File: config.mk
export PLATFORM = sky130hd
export DESIGN_NAME = maze_tracker
export DESIGN_NICKNAME = d
export VERILOG_FILES = /design/src/rtl/maze_tracker.sv
export SDC_FILE = /design/constraint.sdc
export NUM_CORES = 1
export LEC_CHECK = 0
export ABC_CLOCK_PERIOD_IN_PS = 7600
export CAP_MARGIN = 20
export CORE_AREA = 5 5 150 152
export DETAILED_ROUTE_END_ITERATION = 12
export DIE_AREA = 0 0 155 157
export PLACE_DENSITY = 0.38
export SETUP_SLACK_MARGIN = 0.5
export SYNTH_ARGS = -nofsm -noshare
export SYNTH_HDL_FRONTEND = slang
export SYNTH_SLANG_ARGS = --single-unit
File: constraint.sdc
create_clock -name clk -period 7.6 [get_ports clk]
set_input_delay 1.52 -clock clk [delete_from_list [all_inputs] [get_ports clk]]
set_output_delay 1.52 -clock clk [all_outputs]
set_load 0.005 [all_outputs]
File: src/rtl/maze_tracker.sv
// Pac-Man grid tracker: position, pellet map, score, ghost collision and win/loose status.
// Build option: define TUNNEL_EN for horizontal wrap-around at the left/right maze edges.
module maze_tracker #(
    parameter int                   COLS    = 8,
    parameter int                   ROWS    = 8,
    parameter int                   START_X = 1,
    parameter int                   START_Y = 1,
    parameter logic [ROWS*COLS-1:0] WALLS   = 64'hFF81_8181_8181_81FF,
    localparam int                  XW      = $clog2(COLS),
    localparam int                  YW      = $clog2(ROWS),
    localparam int                  PW      = $clog2(ROWS*COLS+1)
) (
    input  logic          clk,
    input  logic          reset,
    input  logic          m_up,
    input  logic          m_down,
    input  logic          m_right,
    input  logic          m_left,
    input  logic          m_hold,
    input  logic          e_start,
    input  logic [XW-1:0] ghost_x,
    input  logic [YW-1:0] ghost_y,
    output logic          uE,
    output logic          dE,
    output logic          rE,
    output logic          lE,
    output logic          win,
    output logic          loose,
    output logic [XW-1:0] pac_x,
    output logic [YW-1:0] pac_y,
    output logic [PW-1:0] pellets_left,
    output logic [PW-1:0] score
);

    localparam int NC = ROWS * COLS;
    localparam logic [NC-1:0] INIT_MAP  = ~WALLS & ~(NC'(1) << (START_Y * COLS + START_X));
    localparam logic [PW-1:0] INIT_LEFT = PW'($countones(INIT_MAP));

    function automatic logic wall_at(input int x, input int y);
        logic [NC-1:0] sh;
        sh = WALLS >> (y * COLS + x);
        return sh[0];
    endfunction

    logic [XW-1:0] pac_x_reg;
    logic [YW-1:0] pac_y_reg;
    logic [NC-1:0] pellet_reg;
    logic [PW-1:0] left_reg;
    logic [PW-1:0] score_reg;
    logic          win_reg;
    logic          loose_reg;

    logic          up_en, down_en, right_en, left_en;
    logic          move_go, eat, collide, win_next;
    int            cx, cy, dest_x, dest_y, dest_idx;
    logic [NC-1:0] pel_sh;
    logic [NC-1:0] clear_vec;

    always_comb begin
        cx      = int'(pac_x_reg);
        cy      = int'(pac_y_reg);
        up_en   = (cy > 0) && !wall_at(cx, cy - 1);
        down_en = (cy < ROWS - 1) && !wall_at(cx, cy + 1);
`ifdef TUNNEL_EN
        left_en  = (cx > 0) ? !wall_at(cx - 1, cy) : !wall_at(COLS - 1, cy);
        right_en = (cx < COLS - 1) ? !wall_at(cx + 1, cy) : !wall_at(0, cy);
`else
        left_en  = (cx > 0) && !wall_at(cx - 1, cy);
        right_en = (cx < COLS - 1) && !wall_at(cx + 1, cy);
`endif
    end

    // Highest-priority strobe picks the direction; its enable alone decides the move.
    always_comb begin
        move_go = 1'b0;
        dest_x  = cx;
        dest_y  = cy;
        if (!win_reg && !loose_reg && !m_hold) begin
            if (m_up) begin
                move_go = up_en;
                dest_y  = cy - 1;
            end else if (m_down) begin
                move_go = down_en;
                dest_y  = cy + 1;
            end else if (m_right) begin
                move_go = right_en;
                dest_x  = (cx == COLS - 1) ? 0 : cx + 1;
            end else if (m_left) begin
                move_go = left_en;
                dest_x  = (cx == 0) ? COLS - 1 : cx - 1;
            end
        end
        dest_idx = dest_y * COLS + dest_x;
        pel_sh   = pellet_reg >> dest_idx;
        eat      = move_go && pel_sh[0];
        collide  = (pac_x_reg == ghost_x) && (pac_y_reg == ghost_y);
        win_next = (left_reg == '0) && !collide && !loose_reg;
    end

    for (genvar gi = 0; gi < NC; gi++) begin : g_cell
        assign clear_vec[gi] = eat && (dest_idx == gi);
    end

    always_ff @(posedge clk) begin
        if (reset || e_start) begin
            pac_x_reg  <= XW'(START_X);
            pac_y_reg  <= YW'(START_Y);
            pellet_reg <= INIT_MAP;
            left_reg   <= INIT_LEFT;
            score_reg  <= '0;
            win_reg    <= 1'b0;
            loose_reg  <= 1'b0;
        end else begin
            if (move_go) begin
                pac_x_reg <= XW'(dest_x);
                pac_y_reg <= YW'(dest_y);
            end
            if (eat) begin
                left_reg  <= left_reg - PW'(1);
                score_reg <= score_reg + PW'(1);
            end
            pellet_reg <= pellet_reg & ~clear_vec;
            if (collide)
                loose_reg <= 1'b1;
            if (win_next)
                win_reg <= 1'b1;
        end
    end

    assign uE           = up_en;
    assign dE           = down_en;
    assign rE           = right_en;
    assign lE           = left_en;
    assign win          = win_reg;
    assign loose        = loose_reg;
    assign pac_x        = pac_x_reg;
    assign pac_y        = pac_y_reg;
    assign pellets_left = left_reg;
    assign score        = score_reg;

endmodule

==> metrics.txt <==
CORE AREA 20,890 um^2; Worst-Skew Late Latency 0.34 ns; Die W 155 um; Reg2Reg Depth 23; ant diodes 0; WHS 0.4362 ns; Hold Startpoint pellet_reg[0]$_SDFF_PP0_; Crit Path Class input pin to register; fillers 2,232; max incr delay on CP 0.69 ns; DRC 0; area grow syn2layout 20.35%; Worst Skew 0.008597 ns; IO Count 40; antenna violations before repair 0; Hold Path End pellet_reg[0]$_SDFF_PP0_; startpoint types input pin; DRT iter0 DRCs 223; Hold Violations, Final 0; hold depth 2; leakage power 2.260 nW; PnR worst setup slack 0.9773 ns; clk buf depth 2; R2R Path Start pac_x[0]$_SDFFE_PP1P_; site row count 53; Reg clk slew, reported paths 0.07 ns; post-DP HPWL 11.32 mm; Power Dens Cells 167.8 nW/um^2; largest fanout on the critical path 11; first-pass GRT wire length 25.43 mm; relative slew slack 0.3116; main flop type after synthesis dfxtp_1; Crit path arrival time 6.89 ns; # port buffers 39; Worst-Margin Slew 1.021 ns; HP Class register to register; status completed; Max H-tree Level 3; worst path bufs/invs 3; Sink Count 86; Worst IR Drop VDD 0.1072 mV; PostCTS Resize Cnt 0; Num CTS Buffers 9; Slew Viols, Final 0; pre-CTS setup slack 0.3550 ns; die height 157 um; Setup Viol. Count Final 0; Final Wtd Congestion 0.7640; cts hold-fix bufs 0; layout cells sized above 1 0.08842; Max Cap Violations 0; Seq/Total Area, Yosys 0.3365; vias 4,646; Post-CTS Setup Inserts 0; post-DR vias/cell 5.179; f_max 0.1510 GHz; Netlist Area Pre-Place 5116 um^2; Routed WL 15.99 mm; Post-DRT Antenna Nets 0; Crit. End Element register; Yosys cell types 68; Cells after Synth 586; crit-path cells clkdlybuf4s50_1 -> or3_1 -> nor2_1 -> xnor2_1 -> ha_1 -> inv_1 -> fa_1 -> nor2b_1 -> o21ai_0 -> nand2b_1 -> nand2_1 -> nand2_1 -> fa_1 -> or4b_2 -> nor4_2 -> a21boi_1 -> and2_2 -> o41ai_4 -> buf_4 -> or3_1 -> a21oi_1; max FFs per register 64; slowest CP cell or4b_2; syn nets 635; vias in the first global route 4,573; CTS tree yes; r2r setup slk 1.44 ns; Starting Density 0.2449; Reg2Reg Capture Point pellets_left[4]$_SDFFE_PP0P_; All-Layer GR Usage 0.1315; Mean Syn Cell Area 8.731 um^2; largest net degree at the start of global routing 53; Critical Path RT 7.87 ns; asr flop ratio synth 0; FF+latch count, synth 86; Synthesis Warnings 0; RSZ-0062 raised after global routing no; root cell of the clock tree clkbuf_16; die area 24,340 um^2; CP delay by family, top simple AND/OR/NAND/NOR gates; fin crit period 6.623 ns; Post-synth EDFFs 0; Tot Pwr 1.033 mW; setup TNS after final layout 0 ns; remaining global-route overflow 0; Final period util 0.8714; Pre-antenna DRT Iters 5; Post-layout nets 666; wire per inst 17.83 um
## where the power goes
| part | internal [mW] | switching [mW] |
|---|---|---|
| Combinational | 0.0433 | 0.0786 |
| Clock | 0.260 | 0.198 |
| Sequential | 0.451 | 0.00220 |
## layout by cell type, fill, tap and decap left out, drive strengths merged, types with 16 or more instances in the layout
| cell type | instances |
|---|---|
| ha | 26 |
| dfxtp | 86 |
| o32a | 34 |
| inv | 24 |
| clkdlybuf4s50 | 39 |
| o21ai | 19 |
| buf | 19 |
| a221oi | 16 |
| nor2 | 37 |
| nand2 | 65 |
| a21oi | 50 |
## routing by layer
| metal | up-vias | GRT usage | wire length [um] |
|---|---|---|---|
| met3 | 21 | 0.01595 | 504 |
| met1 | 2259 | 0.1831 | 8009 |
| met2 | 86 | 0.2092 | 7124 |
| met5 | - | 0 | 0 |
| met4 | 0 | 0.04920 | 353 |
| li1 | 2280 | - | - |
## synth_stat cells, types with 3 or more instances
library cell,number,share of area
a211oi_1,5,0.0073
a21o_1,3,0.0044
a21oi_1,50,0.049
a221oi_1,13,0.022
a221oi_2,3,0.0088
a311oi_1,3,0.0051
a31oi_1,9,0.011
and2_1,5,0.0061
and3_1,7,0.0086
buf_2,10,0.0098
clkbuf_1,24,0.018
dfxtp_1,86,0.34
fa_1,9,0.035
ha_1,26,0.064
inv_1,21,0.015
mux2i_1,12,0.023
nand2_1,64,0.047
nand2b_1,10,0.012
nand3_1,15,0.015
nand3b_1,3,0.0044
nand4_1,3,0.0037
nor2_1,36,0.026
nor2b_1,7,0.0086
nor3_1,10,0.0098
nor4_1,7,0.0086
o2111ai_1,4,0.0068
o21ai_0,11,0.011
o21ai_1,8,0.0078
o311a_1,6,0.012
o32a_1,34,0.067
or3_1,15,0.018
xnor2_1,13,0.022
xor2_1,6,0.010
## cell families (layout without fill, tap and decap cells)
group / Yosys count / count (layout) / synth area share
and+or+nand+nor: 198 / 198 / 0.1952
AOI/OAI and AO/OA: 174 / 175 / 0.2597
xor gates and xnor gates: 19 / 19 / 0.03253
adders and majority gates: 35 / 35 / 0.09880
muxes: 14 / 14 / 0.02788
DFF: 86 / 86 / 0.3365
buffers and inverters: 60 / 95 / 0.04940
## layout make-up
cell class                      instances  area, um^2  share of cell area
Tap cell                              275       344.1             0.05588
Timing Repair Buffer                   58       536.8             0.08718
Clock inverter                          7       80.08             0.01301
Multi-Input combinational cell        441        3171              0.5149
Inverter                               21       78.83             0.01280
Sequential cell                        86        1722              0.2796
Clock buffer                            9       225.2             0.03658
## per-stage QoR
step,std cells,utilization,area (um^2)
floorplan,586,-,5116
global placement,880,0.2787,5822
detailed placement,880,0.2787,5822
CTS,896,0.2933,6127
global route,897,0.2948,6157
finish,897,0.2948,6157
## worst register-to-register path, cell delays in order, from the launching register on
cell and delay [ns]:
dfxtp_1 0.73, inv_1 0.24, ha_1 0.28, nand2b_1 0.12, nand2_1 0.08, or3_1 0.35, a21oi_1 0.18, ha_1 0.20
inv_1 0.07, fa_1 0.43, nor2b_1 0.12, o21ai_0 0.08, nand2b_1 0.15, nand2_1 0.09, nand2_1 0.10, fa_1 0.41
or4b_2 0.69, nor4_2 0.35, a21boi_1 0.26, and2_2 0.26, o41ai_4 0.19, buf_4 0.22, or3_1 0.34, a21oi_1 0.15
## how the worst max path moves through the flow
stage	slack [ns]	end	start	depth (start not counted)
finish	0.98	pellets_left[4]$_SDFFE_PP0P_	m_hold	21
floorplan	1.37	pellet_reg[58]$_SDFF_PP0_	m_right	19
detailed placement	0.36	pellet_reg[12]$_SDFF_PP1_	m_hold	18
global placement	0.40	pellet_reg[53]$_SDFF_PP1_	m_hold	18
global route	0.53	pellets_left[4]$_SDFFE_PP0P_	m_left	21
CTS	0.68	pellet_reg[12]$_SDFF_PP1_	m_hold	18
Power figures use the tool's default switching activity.
